<file path="src/rtl/player_turn_ctrl.sv">
// player_turn_ctrl
// Game-start and turn controller for the multi-player Mastermind machine.
// Picks the first code setter from the enter buttons, then walks every round
// through code entry (SETUP) and guessing (PLAY), rotating the setter role
// between rounds and stopping in OVER after the last round.

module player_turn_ctrl #(
  parameter  int NUM_PLAYERS = 2,
  parameter  int NUM_ROUNDS  = 4,
  parameter  int TIE_MODE    = 0,
  localparam int PW          = $clog2(NUM_PLAYERS),
  localparam int RW          = $clog2(NUM_ROUNDS + 1)
) (
  input  logic                   clk,
  input  logic                   reset,
  input  logic [NUM_PLAYERS-1:0] enter,
  input  logic                   code_loaded,
  input  logic                   round_done,
  input  logic                   new_game,
  output logic                   started,
  output logic [PW-1:0]          setter_id,
  output logic [NUM_PLAYERS-1:0] setter_onehot,
  output logic                   take_code,
  output logic                   guessing,
  output logic [RW-1:0]          round_num,
  output logic                   game_over
);

  typedef enum logic [2:0] {
    IDLE  = 3'd0,
    SETUP = 3'd1,
    PLAY  = 3'd2,
    NEXT  = 3'd3,
    OVER  = 3'd4
  } state_e;

  localparam logic [RW-1:0] LAST_ROUND  = RW'(NUM_ROUNDS - 1);
  localparam logic [PW-1:0] LAST_PLAYER = PW'(NUM_PLAYERS - 1);

  state_e          state_q, state_d;
  logic [PW-1:0]   setter_q, setter_d;
  logic [RW-1:0]   round_q, round_d;

  logic [PW-1:0]   lowIdx;
  logic            anyPress;
  logic            onePress;
  logic            acceptPress;

  // Find the lowest pressed button and decide whether the press pattern may start a game
  always_comb begin
    lowIdx = '0;
    for (int i = NUM_PLAYERS - 1; i >= 0; i--) begin
      if (enter[i]) begin
        lowIdx = PW'(i);
      end
    end
    anyPress    = |enter;
    onePress    = anyPress && ((enter & (enter - NUM_PLAYERS'(1))) == '0);
    acceptPress = onePress || (anyPress && (TIE_MODE == 1));
  end

  // Next-state logic; new_game overrides every other transition
  always_comb begin
    state_d  = state_q;
    setter_d = setter_q;
    round_d  = round_q;
    if (new_game) begin
      state_d  = IDLE;
      setter_d = '0;
      round_d  = '0;
    end else begin
      unique case (state_q)
        IDLE: begin
          if (acceptPress) begin
            state_d  = SETUP;
            setter_d = lowIdx;
            round_d  = '0;
          end
        end
        SETUP: begin
          if (code_loaded) begin
            state_d = PLAY;
          end
        end
        PLAY: begin
          if (round_done) begin
            if (round_q == LAST_ROUND) begin
              state_d = OVER;
            end else begin
              // Rotation happens on entry to NEXT so NEXT already shows the new setter and round
              state_d  = NEXT;
              setter_d = (setter_q == LAST_PLAYER) ? '0 : setter_q + PW'(1);
              round_d  = round_q + RW'(1);
            end
          end
        end
        NEXT: begin
          state_d = SETUP;
        end
        OVER: begin
          state_d = OVER;
        end
        default: begin
          state_d  = IDLE;
          setter_d = '0;
          round_d  = '0;
        end
      endcase
    end
  end

  // State, setter and round registers with asynchronous active-low clear
  always_ff @(posedge clk or negedge reset) begin
    if (!reset) begin
      state_q  <= IDLE;
      setter_q <= '0;
      round_q  <= '0;
    end else begin
      state_q  <= state_d;
      setter_q <= setter_d;
      round_q  <= round_d;
    end
  end

  // Moore output decode from the registered state only
  always_comb begin
    started   = (state_q != IDLE);
    take_code = (state_q == SETUP);
    guessing  = (state_q == PLAY);
    game_over = (state_q == OVER);
    setter_id = setter_q;
    round_num = round_q;
    setter_onehot = '0;
    for (int i = 0; i < NUM_PLAYERS; i++) begin
      setter_onehot[i] = started && (setter_q == PW'(i));
    end
  end

endmodule

</file>
<file path="config.mk">
export PLATFORM = sky130hd
export DESIGN_NAME = player_turn_ctrl
export DESIGN_NICKNAME = d
export VERILOG_FILES = /design/src/rtl/player_turn_ctrl.sv
export SDC_FILE = /design/constraint.sdc
export NUM_CORES = 1
export LEC_CHECK = 0
export BUFFER_PORTS_ARGS = -buffer_cell sky130_fd_sc_hd__buf_2
export CORE_MARGIN = 5
export CORE_UTILIZATION = 40
export DETAILED_ROUTE_END_ITERATION = 16
export GPL_TIMING_DRIVEN = 0
export PLACE_DENSITY = 0.62
export SYNTH_ARGS = -nofsm -noshare
export SYNTH_HDL_FRONTEND = slang
export SYNTH_SLANG_ARGS = --single-unit
</file>
<file path="constraint.sdc">
create_clock -name clk -period 1.96 [get_ports clk]
set_clock_uncertainty 0.15 [all_clocks]
set_input_delay 0.196 -clock clk [delete_from_list [all_inputs] [get_ports clk]]
set_output_delay 0.196 -clock clk [all_outputs]
set_load 0.02 [all_outputs]
</file>
After elaboration in Yosys (flattened, before gate mapping)
Cells that the tools add are included.
{"block": "classes", "n_eq_ne": 10, "reduce_logical": 10, "mux": 19, "n_bitwise": 2, "addsub": 3}
{"operator": "3-bit 2-to-1 mux", "n": 9}
{"operator": "3-bit case mux with 5 select lines", "n": 1}
{"operator": "3-bit inequality test, second input constant", "n": 4}
{"operator": "3-bit by 2-bit == test with 1-bit output, second input constant", "n": 3}
{"operator": "3-bit case mux with 3 select lines", "n": 1}
{"operator": "1-bit 2-to-1 mux", "n": 7}
{"operator": "4-bit AND reduction", "n": 1}
{"operator": "3-bit by 1-bit adder with 3-bit output, second input constant", "n": 1}
{"operator": "3-bit by 1-bit == test with 1-bit output, second input constant", "n": 1}
{"operator": "3-bit == test, second input constant", "n": 1}
{"operator": "1-bit logical AND", "n": 3}
{"operator": "3-bit zero test", "n": 1}
{"operator": "1-bit case mux with 3 select lines", "n": 1}
{"operator": "3-bit AND reduction", "n": 1}
{"operator": "3-bit nonzero test", "n": 1}
{"operator": "3-bit OR reduction", "n": 1}
{"operator": "2-bit AND", "n": 1}
{"operator": "2-bit zero test", "n": 1}
{"operator": "2-bit by 1-bit inequality test with 1-bit output, second input constant", "n": 1}
{"operator": "2-bit OR reduction", "n": 1}
{"operator": "2-bit by 1-bit subtractor with 2-bit output, second input constant", "n": 1}
{"operator": "1-bit adder, second input constant", "n": 1}
{"operator": "1-bit NOT", "n": 1}
{"block": "word_totals", "output_inout_bits": 10, "register_bits": 7, "wordCells": 47, "in_bits": 7}

Depth between registers and ports, before layout
Gate-level depths: netlist of run 1.
{"block": "depth", "ltp_word": 7, "ltp_mapped": 5, "mapped_depth_nobuf": 5}

Least setup slack after synthesis of run 1
Ideal clock, no wire load.
{"block": "synth_timing", "path_type": "register to register", "from": "reg round_q[0] (netlist: round_num[0])", "to": "reg round_q[0] (netlist: round_num[0])", "period_less_slack_ps": 1623, "arrival_ps": 1394, "setup_ps": 79, "t_required_ps": 1731, "path_slack_ps": 337, "n_path_buf": 0, "path_stages_with_launch": 6, "cell_sequence": "dfrtp_1 > ha_1 > ha_1 > and3b_1 > o21ai_4 > mux2i_1"}
{"block": "synth_via", "elab_chain_len": 5, "elab_cells_between_ends": 8, "classes_between": "add/sub (1); eq/ne (2); mux (4); reduce/logical (1)"}
{"element": "start, declared", "line": "42", "rtl": "logic [RW-1:0] round_q, round_d;"}
{"element": "start signal, assigned", "line": "121", "rtl": "round_q <= round_d;"}
{"element": "3-bit by 1-bit adder with 3-bit output", "line": "93", "rtl": "round_d = round_q + RW'(1);"}
{"element": "3-bit 2-to-1 mux", "line": "87", "rtl": "if (round_q == LAST_ROUND) begin"}
{"element": "3-bit 2-to-1 mux", "line": "86", "rtl": "if (round_done) begin"}
{"element": "3-bit case mux with 3 select lines", "line": "72", "rtl": "unique case (state_q)"}
{"element": "3-bit 2-to-1 mux", "line": "67", "rtl": "if (new_game) begin"}
Several ways; a longest one is shown, not always the timed one. The select of a mux whose other input is x is not followed.
A chain may end at the register's enable or synchronous reset.

Final worst setup path of run 1
{"block": "layout_timing", "from": "reg state_q[1]", "to": "out setter_onehot[1]"}
{"block": "layout_via", "elab_chain_len": 2}
{"element": "start, declared", "line": "40", "rtl": "state_e state_q, state_d;"}
{"element": "start signal, assigned", "line": "119", "rtl": "state_q <= state_d;"}
{"element": "3-bit nonzero test", "line": "127", "rtl": "started = (state_q != IDLE);"}
{"element": "1-bit logical AND", "line": "135", "rtl": "setter_onehot[i] = started && (setter_q == PW'(i));"}
{"element": "end, declared", "line": "22", "rtl": "output logic [NUM_PLAYERS-1:0] setter_onehot,"}
No other way between the ends.

==> reports/metrics.csv, run 1 <==
stage,metric,value,unit
synth,netlist.area_leader.share,0.321,
cts,root_buffer,clkbuf_4,
critical_path,rrSetupSlack,0.30,ns
sta,fin_crit,1.84,ns
critical_path,endpoint,setter_onehot[1],
die,start_util,0.419,
layout,area_growth,24.8,%
pwr,power,0.000456,W
die,core,1300,um^2
sta,tightest_slew,0.312,ns
cts,clk_latency,0.25,ns
layout,nFillCells,140,
route,drc,0,
synth,synth_cell_types,28,
critical_path,path_max_fanout,10,
placement,portBuffers,16,
route,wl_met1,506,um
cts,cts_tree,built,
route,highest_layer,met4,
flow_run,maxCapViolations,0,
placement,place_congestion,0.698,
critical_path,r2r_end,round_num[1],
route,vias,476,
global_route,grt_antenna_before_repair,0,
pwr,pwr-share-comb,0.362,
cts,postCtsResizedCells,0,
synth,avgSynthCellArea,9.57,um^2
global_route,grt_pass1_wl,1810,um
pwr,p_switching,0.000152,W
route,wl_met2,552,um
global_route,track_usage,0.122,
sta,fin_crit_sh,0.940,
layout,multiInputGateArea,332,um^2
placement,placed_area,644,um^2
pwr,pwr-share-clk,0.286,
layout,n_antenna_cell,0,
critical_path,startpoint_type,flip-flop,
pwr,swShare,0.334,
cts,clk_path_buf_depth,2,
route,routed_wl,1150,um
global_route,gr-total-overflow,0,
critical_path,path_class,flip-flop to output pin,
synth,syn_nets,67,
sta,fin_setup_tns,0,ns
synth,yosysTopAreaCell,dfrtp_1,
layout,register_area,175,um^2
route,dr.pass1.iters,4,
die,rows,13,
global_route,grt_pass1_vias,448,
synth,netlist_area,546,um^2
sta,report.final.slew_viol_count,0,
critical_path,reg2reg_depth,5,
pwr,p_per_area,669,nW/um^2
cts,clock-sinks,7,
route,vias_per_cell,5.12,
pwr,ir_drop,0.000309,V
sta,setup_violations,0,
cts,cts.clk_slew.worst_paths,0.05,ns
critical_path,reg2reg_from,round_num[0],
pwr,p_leak,0.356,nW
synth,synth_seq_area_share,0.321,
route,first_iter_violations,6,
global_route,grt_max_degree,11,
synth,synth-seq-cells,7,
sta,fmax,543,MHz
synth,synth_edf_count,0,
pwr,p_int,0.000304,W
cts,cts_buffers,3,
route,detail_route.wl_per_cell,12.3,um
cts,postCtsHoldBufs,1,
synth,synthTopCellsByArea,"dfrtp_1, mux2i_1, ha_1",
layout,final_nets,89,
synth,synthFlopType,dfrtp_1,
route,met3WireLength,84,um
synth,synth_warnings,0,
outcome,status,"finished, final reports clean",
die,die_y,46.9,um
critical_path,cp-end-kind,output pin,
route,ant_nets,0,
cts,clock_tree.htree_level_count,1,
pwr,pwr-share-seq,0.352,
layout,final_area,681,um^2
synth,netlist_instances,57,
critical_path,worstPathArrival,1.50,ns
cts,cts_setup_buffers,0,
layout,drive_gt1_frac,0.333,
die,fp.dieW,46.9,um
placement,dp_hpwl,852,um
sta,hold_viol,0,
critical_path,cp-startpoint,state_q[1],
die,die-area,2200,um^2
worst_hold_path,hold_class,input pin to flip-flop,
critical_path,crit_required,1.61,ns
sta,relSlewSlack,0.790,
synth,async_reset_ff_frac,1.00,
die,io_pins,17,
sta,rsz0062_at_grt,false,
==> layout by cell type (no fill, tap or decap), drive strengths merged, types with 3 or more instances in the layout <==
cell type	count
dfrtp	7
nand2b	4
nor2	7
clkbuf	4
nand3b	5
inv	4
o21ai	4
buf	19
mux2i	4
ha	3
==> state kept, by name (all words and copies together), names as in the netlist <==
signal	flops
state_q	3
setter_id	1
round_num	3
==> per-layer routing <==
metal,vias up,GRT usage
met2,15,0.201
met1,220,0.130
li1,239,-
met5,-,0
met4,0,0.0663
met3,2,0.0575
==> area by class of cell <==
type / instances / area share
buffer: 3 / 0.0349
timing repair buffer: 17 / 0.132
tap: 15 / 0.0276
multi-input combinational: 43 / 0.487
inverter: 4 / 0.0221
clock buffer: 4 / 0.0386
sequential: 7 / 0.257
==> cell usage after synthesis, types with 2 or more instances <==
cell / instances
dfrtp_1: 7
inv_1: 4
o21ai_1: 2
mux2i_1: 4
nor2_1: 7
ha_1: 3
nand2b_1: 4
nor2b_1: 2
nand3b_1: 5
==> how the worst min path moves through the flow <==
stage | startpoint | to | slack (ns) | cells after the start
3_5_place_dp | reset | round_num[2] | -0.12 | 1
6_report | round_done | state_q[1] | 0.02 | 2
4_1_cts | round_done | state_q[1] | 0.009 | 2
3_3_place_gp | reset | setter_id | -0.11 | 1
2_1_floorplan | reset | round_num[0] | -0.25 | 0
5_1_grt | round_done | state_q[1] | 0.02 | 2
==> kinds of logic (layout without fill, tap and decap cells) <==
logic type / count (synthesis) / count (layout) / synth area share
buf+inv: 7 / 28 / 0.0711
compound gates: 9 / 9 / 0.126
fa+ha+maj: 3 / 3 / 0.0688
mux: 4 / 4 / 0.0734
simple gates: 27 / 27 / 0.339
flops: 7 / 7 / 0.321
==> worst max-delay path: stages (launching register included) <==
cell     delay [ns]
dfrtp_1        0.42
buf_6          0.16
or3_4          0.37
and2_4         0.16
buf_2          0.15
==> power by group through the flow <==
| stage | logic [W] | registers [W] | clock network (W) |
|---|---|---|---|
| 6_report | 0.000165 | 0.000161 | 0.000130 |
| 5_1_grt | 0.000177 | 0.000161 | 0.000145 |
| 4_1_cts | 0.000167 | 0.000160 | 0.000140 |
| 3_5_place_dp | 0.000165 | 0.000162 | 0 |
| 3_3_place_gp | 0.000163 | 0.000163 | 0 |
| 2_1_floorplan | 0.000118 | 0.000164 | 0 |
==> stage by stage <==
stage          setup WS (ns)   util  instances  hold WS, ns
3_3_place_gp           0.339  0.495         88       -0.112
6_report               0.118  0.523         93       0.0227
2_1_floorplan          0.337      -         57       -0.250
5_1_grt               0.0564  0.523         93       0.0202
3_5_place_dp           0.321  0.495         88       -0.115
4_1_cts               0.0980  0.523         93      0.00905
No activity file was read; power rests on OpenSTA's default activity.
==> run 2: changes to the inputs <==
--- a/config.mk
+++ b/config.mk
@@ -5,9 +5,11 @@
 export SDC_FILE = /design/constraint.sdc
 export NUM_CORES = 1
 export LEC_CHECK = 0
+export ABC_AREA = 1
 export BUFFER_PORTS_ARGS = -buffer_cell sky130_fd_sc_hd__buf_2
 export CORE_MARGIN = 5
 export CORE_UTILIZATION = 40
+export CTS_CLUSTER_SIZE = 28
 export DETAILED_ROUTE_END_ITERATION = 16
 export GPL_TIMING_DRIVEN = 0
 export PLACE_DENSITY = 0.62
==> run 2 against run 1 <==
  * Power grew 46%
  * Global-route usage increased by 0.86 points
  * Hold slack gained 0.081 ns
  * Utilization grew 0.30 points
  * Final cell count grew 26%
  * Critical endpoint unchanged
  * Area after synthesis rose by 2.3%
  * First-iteration DRC count is 83% higher
  * Sequential cell count unchanged
  * Sequential share of layout area fell by 0.46 points
  * Highest routed layer is now met3
  * Register-to-register slack better by 0.09 ns
  * Die area rose by 1.8%
  * Count of clock-buffer cells in the layout unchanged
==> reports/metrics.csv, run 2 <==
stage,metric,value,unit
critical_path,crit_chain,nor2_2 -> inv_1 -> nor2_1 -> nor2_1 -> buf_2,
route,routed_wl,1130,um
global_route,grt_max_degree,8,
cts,clk_path_buf_depth,2,
die,io_pins,17,
pwr,p_per_area,962,nW/um^2
flow_run,maxCapViolations,0,
route,drc,0,
global_route,grt_pass1_wl,2040,um
cts,clock-sinks,7,
cts,cts_tree,built,
sta,rsz0062_at_grt,false,
pwr,p_switching,0.000307,W
route,dr.pass1.iters,4,
critical_path,startpoint_type,flip-flop,
critical_path,reg2reg_depth,8,
pwr,pwr-share-seq,0.301,
pwr,pwr-share-clk,0.191,
synth,netlist_area,558,um^2
die,start_util,0.424,
critical_path,worstPathArrival,1.34,ns
sta,hold_viol,0,
synth,avgSynthCellArea,6.89,um^2
cts,postCtsResizedCells,0,
critical_path,path_buf_inv,2,
critical_path,r2r_end,setter_id,
critical_path,reg2reg_from,round_num[0],
route,first_iter_violations,11,
worst_hold_path,hold_class,input pin to flip-flop,
die,core,1320,um^2
route,detail_route.wl_per_cell,9.68,um
pwr,pwr-share-comb,0.509,
placement,place_congestion,0.788,
synth,synthFlopType,dfrtp_1,
critical_path,cpMostUsedCell,nor2_1,
global_route,grt_pass1_vias,511,
layout,mostFrequentLayoutCell,nand2_1,
cts,cts.clk_slew.worst_paths,0.05,ns
route,vias_per_cell,4.60,
sta,relSlewSlack,0.844,
pwr,swShare,0.460,
synth,synth_seq_area_share,0.314,
global_route,gr-total-overflow,0,
die,rows,13,
layout,final_nets,113,
sta,setup_violations,0,
cts,clk_latency,0.25,ns
critical_path,cpLargestDelayFamily,flip-flops,
cts,cts_buffers,3,
synth,async_reset_ff_frac,1.00,
sta,fin_crit_sh,0.860,
die,fp.dieW,47.4,um
synth,synth_warnings,0,
synth,synth_cell_types,18,
critical_path,crit_required,1.61,ns
cts,clock_tree.htree_level_count,1,
synth,synth_edf_count,0,
synth,synthTopCellsByArea,"dfrtp_1, nand2_1, inv_1",
sta,report.final.slew_viol_count,0,
cts,root_buffer,clkbuf_4,
critical_path,cp-end-kind,output pin,
outcome,status,"finished, final reports clean",
critical_path,path_class,flip-flop to output pin,
layout,final_cell_mix,"nand2_1, buf_2, inv_1",
critical_path,slowest_stage,dfrtp_1,
placement,portBuffers,16,
layout,drive_gt1_frac,0.324,
synth,netlist_instances,81,
synth,netlist.area_leader.share,0.314,
route,ant_nets,0,
layout,n_antenna_cell,0,
critical_path,rrSetupSlack,0.39,ns
synth,synth-seq-cells,7,
global_route,grt_antenna_before_repair,0,
sta,fin_crit,1.68,ns
synth,syn_nets,91,
synth,netlist_top_cells_count,"nand2_1, inv_1, nor2_1, dfrtp_1",
sta,fmax,594,MHz
die,die-area,2240,um^2
global_route,track_usage,0.131,
worst_hold_path,min_from,round_done,
sta,tightest_slew,0.234,ns
worst_hold_path,hold_depth,4,
die,die_y,47.4,um
critical_path,max_stage_delay,0.43,ns
critical_path,path_max_fanout,5,
layout,area_growth,24.2,%
pwr,p_int,0.000360,W
sta,setup_slack,0.275,ns
layout,nFillCells,141,
pwr,p_leak,0.412,nW
route,vias,538,
synth,post-synth-top-count-cell,nand2_1,
pwr,ir_drop,0.000502,V
placement,post-place-ws,0.387,ns
sta,fin_setup_tns,0,ns
placement,dp_hpwl,974,um
synth,yosysTopAreaCell,dfrtp_1,
worst_hold_path,hold_end,state_q[1],
==> run 2: tightest hold or removal path, cell delays in order <==
cell	delay, ns
buf_2	0.07
inv_1	0.04
nand3_2	0.09
nand2_1	0.06
==> run 2: worst max path at each step <==
stage,from,to,slack [ns],depth (start not counted)
2_1_floorplan,round_num[0],setter_id,0.40,8
3_3_place_gp,round_num[0],round_num[0],0.40,8
3_5_place_dp,round_num[0],setter_id,0.39,8
4_1_cts,state_q[1],setter_onehot[1],0.25,5
5_1_grt,state_q[1],setter_onehot[1],0.15,5
6_report,state_q[1],setter_onehot[1],0.28,5
==> run 2: layout make-up <==
type	count	area (um^2)	share of cell area
Timing Repair Buffer	17	90.1	0.130
Multi-Input combinational cell	58	320	0.462
Inverter	16	62.6	0.0903
Sequential cell	7	175	0.253
Clock buffer	4	26.3	0.0379
Tap cell	15	18.8	0.0271
==> run 2: per-stage QoR <==
stage,area [um^2],std cells,hold slack [ns],total power (W),utilization
detailed placement,657,112,-0.113,0.000545,0.499
global placement,657,112,-0.113,0.000540,0.499
floorplan,558,81,-0.250,0.000451,-
finish,693,117,0.104,0.000667,0.526
global route,693,117,0.106,0.000730,0.526
CTS,693,117,0.101,0.000679,0.526
==> run 2: kinds of logic after synthesis <==
group / Yosys count / share of synthesized area
AOI/OAI and AO/OA: 4 / 0.0404
adders and majority gates: 3 / 0.0673
buffers and inverters: 16 / 0.112
DFF: 7 / 0.314
and+or+nand+nor: 51 / 0.466
==> run 2: power by group through the flow <==
stage / Combinational, W / Clock (W) / Sequential, W
after global placement: 0.000337 / 0 / 0.000202
after global routing: 0.000381 / 0.000143 / 0.000206
after detailed placement: 0.000342 / 0 / 0.000203
final: 0.000339 / 0.000127 / 0.000201
after floorplan: 0.000241 / 0 / 0.000210
after CTS: 0.000345 / 0.000133 / 0.000201
==> run 2: timing repair <==
item,in CTS,in global routing
buffers inserted,0,0
hold endpoints to repair,7,0
hold buffers,1,0
==> run 2: layer usage <==
layer / track usage / vias up / wire (um)
li1: - / 290 / -
met1: 0.147 / 238 / 489
met2: 0.225 / 10 / 557
met3: 0.0690 / 0 / 86
met4: 0.0166 / 0 / 0
met5: 0 / - / 0
